===== config.mk =====
export PLATFORM = sky130hd
export DESIGN_NAME = pcpi_serial_bridge
export DESIGN_NICKNAME = d
export VERILOG_FILES = /design/src/rtl/pcpi_serial_bridge.sv
export SDC_FILE = /design/constraint.sdc
export NUM_CORES = 1
export LEC_CHECK = 0
export ABC_CLOCK_PERIOD_IN_PS = 10800
export BUFFER_PORTS_ARGS = -buffer_cell sky130_fd_sc_hd__buf_2
export CAP_MARGIN = 5
export CORE_ASPECT_RATIO = 1.4
export CORE_MARGIN = 5
export CORE_UTILIZATION = 40
export CTS_CLUSTER_DIAMETER = 60
export DETAILED_ROUTE_END_ITERATION = 10
export RECOVER_POWER = 25
export SETUP_SLACK_MARGIN = 0.02
export SYNTH_ARGS = -nofsm -noshare
export SYNTH_HDL_FRONTEND = slang
export SYNTH_SLANG_ARGS = --single-unit

===== constraint.sdc =====
create_clock -name clk -period 10.8 [get_ports clk]
set_input_delay 0 -clock clk [delete_from_list [all_inputs] [get_ports clk]]
set_output_delay 0 -clock clk [all_outputs]
set_load 0.05 [all_outputs]

===== src/rtl/pcpi_serial_bridge.sv =====
// pcpi_serial_bridge: narrow serial front end for a PCPI coprocessor.
// It assembles an XLEN-bit instruction from SEG_W-bit segments, issues it
// over PCPI with a watchdog, and streams any write-back result out in segments.
//
// state   | meaning
// --------+---------------------------------------------------------------
// S_LOAD  | accepting instruction segments, LSB segment first
// S_ISSUE | pcpi_valid held high, waiting for pcpi_ready or watchdog expiry
// S_DRAIN | streaming the latched result out, one segment per res_ack
module pcpi_serial_bridge #(
    parameter int SEG_W   = 4,
    parameter int XLEN    = 32,
    parameter int TIMEOUT = 255
) (
    input  logic             clk,
    input  logic             rst_n,
    input  logic [SEG_W-1:0] seg_in,
    input  logic             seg_valid,
    output logic             seg_ready,
    output logic             pcpi_valid,
    output logic [XLEN-1:0]  pcpi_insn,
    input  logic             pcpi_ready,
    input  logic             pcpi_wr,
    input  logic [XLEN-1:0]  pcpi_rd,
    input  logic             pcpi_wait,
    output logic [SEG_W-1:0] res_seg,
    output logic             res_valid,
    input  logic             res_ack,
    output logic             busy,
    output logic             timeout_err
);

    localparam int NSEG      = XLEN / SEG_W;
    localparam int IDX_W     = (NSEG > 1) ? $clog2(NSEG) : 1;
    localparam int WD_W      = (TIMEOUT > 0) ? $clog2(TIMEOUT + 1) : 1;
    localparam int WD_LAST_I = (TIMEOUT > 0) ? TIMEOUT - 1 : 0;
    localparam bit WD_EN     = (TIMEOUT != 0);

    localparam logic [IDX_W-1:0] IDX_LAST = IDX_W'(NSEG - 1);
    localparam logic [WD_W-1:0]  WD_LAST  = WD_W'(WD_LAST_I);

    typedef enum logic [1:0] {
        S_LOAD  = 2'd0,
        S_ISSUE = 2'd1,
        S_DRAIN = 2'd2
    } state_t;

    state_t                      state;
    logic [IDX_W-1:0]            idx;
    logic [IDX_W-1:0]            ridx;
    logic [WD_W-1:0]             wdog;
    logic [NSEG-1:0][SEG_W-1:0]  insn_r;
    logic [NSEG-1:0][SEG_W-1:0]  result_r;

    // Outputs decoded from state; seg_ready is additionally masked by reset
    // so no segment appears accepted while the bridge is held in reset.
    assign seg_ready = rst_n & (state == S_LOAD);
    assign busy      = (state != S_LOAD);
    assign res_valid = (state == S_DRAIN);
    assign res_seg   = result_r[ridx];
    assign pcpi_insn = insn_r;

    // Control FSM: segment index, issue watchdog, drain index and flags.
    always_ff @(posedge clk) begin
        if (!rst_n) begin
            state       <= S_LOAD;
            idx         <= '0;
            ridx        <= '0;
            wdog        <= '0;
            pcpi_valid  <= 1'b0;
            timeout_err <= 1'b0;
        end else begin
            case (state)
                S_LOAD: begin
                    if (seg_valid) begin
                        if (idx == '0)
                            timeout_err <= 1'b0;
                        if (idx == IDX_LAST) begin
                            idx        <= '0;
                            wdog       <= '0;
                            pcpi_valid <= 1'b1;
                            state      <= S_ISSUE;
                        end else begin
                            idx <= idx + IDX_W'(1);
                        end
                    end
                end
                S_ISSUE: begin
                    // A coprocessor response beats a simultaneous expiry.
                    if (pcpi_ready) begin
                        pcpi_valid <= 1'b0;
                        ridx       <= '0;
                        state      <= pcpi_wr ? S_DRAIN : S_LOAD;
                    end else if (WD_EN && !pcpi_wait) begin
                        if (wdog == WD_LAST) begin
                            pcpi_valid  <= 1'b0;
                            timeout_err <= 1'b1;
                            state       <= S_LOAD;
                        end else begin
                            wdog <= wdog + WD_W'(1);
                        end
                    end
                end
                S_DRAIN: begin
                    if (res_ack) begin
                        if (ridx == IDX_LAST) begin
                            ridx  <= '0;
                            state <= S_LOAD;
                        end else begin
                            ridx <= ridx + IDX_W'(1);
                        end
                    end
                end
                default: state <= S_LOAD;
            endcase
        end
    end

    // Datapath registers: instruction and result are intentionally not reset.
    always_ff @(posedge clk) begin
        if (rst_n && state == S_LOAD && seg_valid)
            insn_r[idx] <= seg_in;
        if (rst_n && state == S_ISSUE && pcpi_ready && pcpi_wr)
            result_r <= pcpi_rd;
    end

endmodule


### After elaboration in Yosys (flattened, before gate mapping)

Cells that the tools add are included.

* reduce and logical (&&, ||, !) cells: 17
* add/subtract/negate cells: 3
* equal/unequal tests: 17
* bitwise gates (word level): 1
* order comparisons: 3
* mux-type cells: 37

Operator list (number)
* $mux W8: 5
* $bwmux W32: 1
* $reduce_and A6 Y1: 3
* $mux W2: 8
* $pmux W8 S2: 1
* $bmux W4 S3: 1
* $demux W4 S3: 1
* $mux W3: 4
* $ne A2 B2 Y1 const B: 6
* $mux W1: 10
* $add A8 B1 Y8 const B: 1
* $eq A8 B8 Y1 const B: 1
* $lt A3 B4 Y1 const B: 2
* $mux W4: 2
* $ne A2 B1 Y1 const B: 4
* $add A3 B1 Y3 const B: 2
* $eq A3 B3 Y1 const B: 2
* $logic_and A1 B1 Y1: 6
* $ne A3 B3 Y1 const B: 2
* $pmux W2 S3: 1
* $pmux W3 S2: 1
* $reduce_bool A2 Y1: 3
* $reduce_and A5 Y1: 1
* $pmux W1 S2: 2
* other kinds (8): 8

* logic and storage cells: 100
* output and inout bits: 41
* register bits after elaboration: 82

### Logic depth before layout (Yosys ltp)

* depth after elaboration: 5
* depth in mapped cells: 6
* mapped depth without buffers: 6

### Least setup slack after synthesis

OpenSTA, ideal clock, no wires.

* path kind: register to register
* start: register state[0]
* end: register result_r[0] (netlist bit), enable pin
* period minus slack after synthesis: 3.413 ns
* cell stages (with the launch flop): 5
* required time: 10.337 ns
* arrival time: 2.949 ns
* buffers on the path: 1
* setup slack: 7.387 ns
* cells stage by stage: dfxtp_1 -> buf_6 -> and2b_2 -> inv_1 -> nor3_1

* word-level cells in the longest chain between the ends: 4

Ends and longest elaborated chain
* start: declaration: RTL line 48 `state_t state;`
* start signal: assignment: RTL line 93 `state <= pcpi_wr ? S_DRAIN : S_LOAD;`
* $eq A2 B1 Y1: RTL line 123 `if (rst_n && state == S_ISSUE && pcpi_ready && pcpi_wr)`
* $logic_and A1 B1 Y1 (3 in a row): RTL line 123
* end signal: assignment: RTL line 124 `result_r <= pcpi_rd;`
* end: declaration: RTL line 53 `logic [NSEG-1:0][SEG_W-1:0] result_r;`

No other way between the ends.
A chain may end at the register's enable or synchronous reset.

### Worst setup path after layout

* start: register ridx[0]
* end: output res_seg[0]

* word-level cells in the longest chain between the ends: 2

Ends and longest elaborated chain
* start: declaration: RTL line 50 `logic [IDX_W-1:0] ridx;`
* start signal: assignment: RTL line 110 `ridx <= ridx + IDX_W'(1);`
* $bmux W4 S3: RTL line 60 `assign res_seg = result_r[ridx];`
* $mux W4 (implied by the code): RTL line 60
* end: declaration: RTL line 26 `output logic [SEG_W-1:0] res_seg,`

No other way between the ends. The select of a mux whose other input is x is not followed.

==> results.md <==
* Final GP Congestion at a little over 0.7
* # setup viols final at 0
* IO buf count at 83
* Slowest-stage cell, CP: dfxtp_1
* Layout filler cell count at 649
* CP max stage delay at approximately 0.74 ns
* Final Critical Period at ~2.1 ns
* Setup TNS at 0 ns
* CTS root buf: clkbuf_8
* Post-DP Area at roughly 3700 um^2
* Asr flop ratio synth at 0
* First-pass GRT wire length at around 11000 um
* Routed vias/inst at between 4 and 5
* Via count at approximately 2100
* Tot Pwr at approximately 560 uW
* Clk pwr share at 0.333
* Die W at around 85 um
* Mapped Nets at 252
* Largest fanout on the critical path at 11
* Family with the most delay on the worst path: multiplexers
* Sw Pwr at approximately 120 uW
* Worst Path Buf+Inv at 1
* Post-cts resize count at 0
* # DRC at 0
* # rows at 38
* CP Capture Type: primary output
* Hold endpoint: pcpi_valid
* Hold Path Depth at 3
* Largest net degree at the start of global routing at 33
* P_int at about 450 uW
* Synth cell types at 36
* Clk_lat worst skew at ~0.34 ns
* Status: completed
* Post-CTS Setup Repair Bufs at 0
* I/O pins at 84
* Switching Fraction at 0.207
* Area growth syn-to-layout at 34.0%
* Post-synth top flop: edfxtp_1
* Diode count at 0
* Worst clock skew at between 0.006 and 0.007 ns
* First drt pass iteration count at 4
* Final Hold Viols at 0
* Clock tree sinks at 82
* Worst R2R Setup Slack at just under 9 ns
* Mapped Area at around 3200 um^2
* PD cells at between 100 and 150 nW/um^2
* Synth top area cells: edfxtp_1 61%, dfxtp_1 11%, mux4_2 5.7%, ha_1 2.8%, a21oi_1 1.9%
* Yosys warnings at 0
* Slew margin rel. at 0.564
* Period utilization at 0.199
* Syn_area_per_cell at 15.6 um^2
* Area of the core at about 7700 um^2
* TritonCTS clock tree: built
* VDD IR max at 0.0000778 V
* Required @ worst endpoint at between 10 and 15 ns
* Yosys top cell by area: edfxtp_1
* Power share of the sequential group at 0.607
* Hold_buf cts at 38
* Seq cells post-synth at between 80 and 90
* Post-DP HPWL at about 4500 um
* Crit path DAT at between 2 and 2.5 ns
* Htree depth at 3
* Worst R2R Start: state[0]
* Initial antenna violation count at 0
* Num CTS Buffers at 9
* R2R depth at 3
* FF-to-FF End: pcpi_insn[7]
* Clock transition at path regs at ~0.08 ns
* Post-synth top area share at 0.609
* Final Max Slew Viols at 0
* Die area at 9800 um^2
* Initial Util at 0.407
* Layout cells sized above 1 at 0.333
* Vias in the first global route at between 2000 and 2500
* Max-cap violations at 0
* Min-delay src: pcpi_wait
* RSZ-0062 raised after global routing: false
* Critical path class: reg -> out
* Worst min path class: in -> reg
* Seq/Total Area, Yosys at 0.723
* CP Cell Sequence: mux4_2 -> mux2_2 -> buf_2
* Logic pwr share at 0.060
* DR WL/cell at between 10 and 15 um
* DRT iter0 DRCs at 95
* Final ANT Viol Nets at 0
* CTS Buffer Depth at 2
* Leakage Power at around 0.0015 uW
* Post-Syn Instances at 202
* GRT Total Usage at 0.143
* Die Height at 115 um
* GRT overflow at 0
* Final Net Count at between 300 and 400
* Worst-margin pin slew at approximately 0.65 ns
* Max Clk Rate at roughly 0.47 GHz
* Crit path launch type: flop
* Design Area, Final at about 4200 um^2
* Post-synth EDFFs at 64
* Final WL at ~6500 um
-- flip-flops by register name (all words and copies together) (netlist names) --
signal and cells:
pcpi_insn 32, result_r 32, wdog 8, idx 3
ridx 3, state 2, pcpi_valid 1, timeout_err 1
-- worst register-to-register path, stage by stage, from the launching register on --
cell     delay, ns
dfxtp_1       0.40
nor3b_1       0.50
nand3_1       0.23
nor3_1        0.49
-- stage by stage --
step | setup WS (ns) | hold slack (ns) | std cells | util
after floorplan | 7.39 | 0.0989 | 202 | -
after global placement | 8.94 | 0.177 | 382 | 0.476
after detailed placement | 8.84 | 0.178 | 382 | 0.476
after CTS | 8.58 | 0.00914 | 436 | 0.546
after global routing | 8.50 | 0.0175 | 436 | 0.546
final | 8.66 | 0.0313 | 436 | 0.546
-- cell usage in the layout, fill, tap and decap left out, types with 2 or more instances in the layout --
cell type	synthesis	routed
edfxtp_1	64	64
o211ai_1	2	2
nand3_1	6	6
clkbuf_8	0	10
nand3b_1	2	2
nor2_1	14	14
clkinv_2	0	2
nand2_1	15	15
dlygate4sd3_1	0	38
nand4_1	4	4
nand2b_1	3	3
buf_2	1	80
a22oi_1	2	2
clkbuf_1	2	6
or3_1	7	7
mux2_2	4	4
dfxtp_1	18	18
mux4_2	8	8
o21ai_0	7	7
a21oi_1	12	12
ha_1	7	7
nor3_1	3	2
inv_1	5	5
-- synth_stat cells (all sizes together) (2+ instances only) --
cell type,count
a21oi,12
mux2,4
nor2,14
or3,7
nor3,3
ha,7
dfxtp,18
nand4,4
edfxtp,64
mux4,8
nand2b,3
buf,2
o21ai,7
nand3b,2
inv,5
clkbuf,2
a22oi,2
nand2,15
nand3,6
o211ai,2
-- power by group through the flow --
stage	Combinational, uW	Clock [uW]	Sequential (uW)
global placement	22.7	0	350
global route	36.9	208	343
finish	33.8	188	342
detailed placement	23.0	0	350
floorplan	5.73	0	354
CTS	33.8	196	342
-- layer usage --
layer	vias up	share of wire	track usage
met5	-	0	0
met4	0	0.042	0.0929
met3	21	0.064	0.0351
met2	77	0.55	0.268
met1	995	0.34	0.136
li1	1040	-	-
-- cells by family (layout without fill, tap and decap cells) --
kind of cell	Yosys count	count (layout)	synth area share
xor+xnor	1	1	0.00277
flops	82	82	0.723
compound gates	28	28	0.0527
mux	12	12	0.0713
simple gates	62	62	0.108
fa+ha+maj	7	7	0.0277
buf+inv	10	144	0.0147
-- cell type report --
type                    instances  area (um^2)  area share
well taps                     100          125      0.0296
inverters                       6         22.5     0.00532
repair buffers                122          800       0.189
flip-flops and latches         82         2280       0.539
clock buffers                  13          149      0.0352
multi-input cells             110          835       0.197
clock inverters                 3         17.5     0.00414
-- worst max-delay path by stage --
stage / from / endpoint / slack, ns / cells after the start
6_report: ridx[0] / res_seg[0] / 8.66 / 3
5_1_grt: ridx[0] / res_seg[3] / 8.50 / 3
4_1_cts: ridx[0] / res_seg[0] / 8.58 / 3
3_5_place_dp: state[0] / pcpi_insn[6] / 8.84 / 3
3_3_place_gp: state[0] / pcpi_insn[1] / 8.94 / 3
2_1_floorplan: state[0] / result_r[0] / 7.39 / 4
Power figures use the tool's default switching activity.
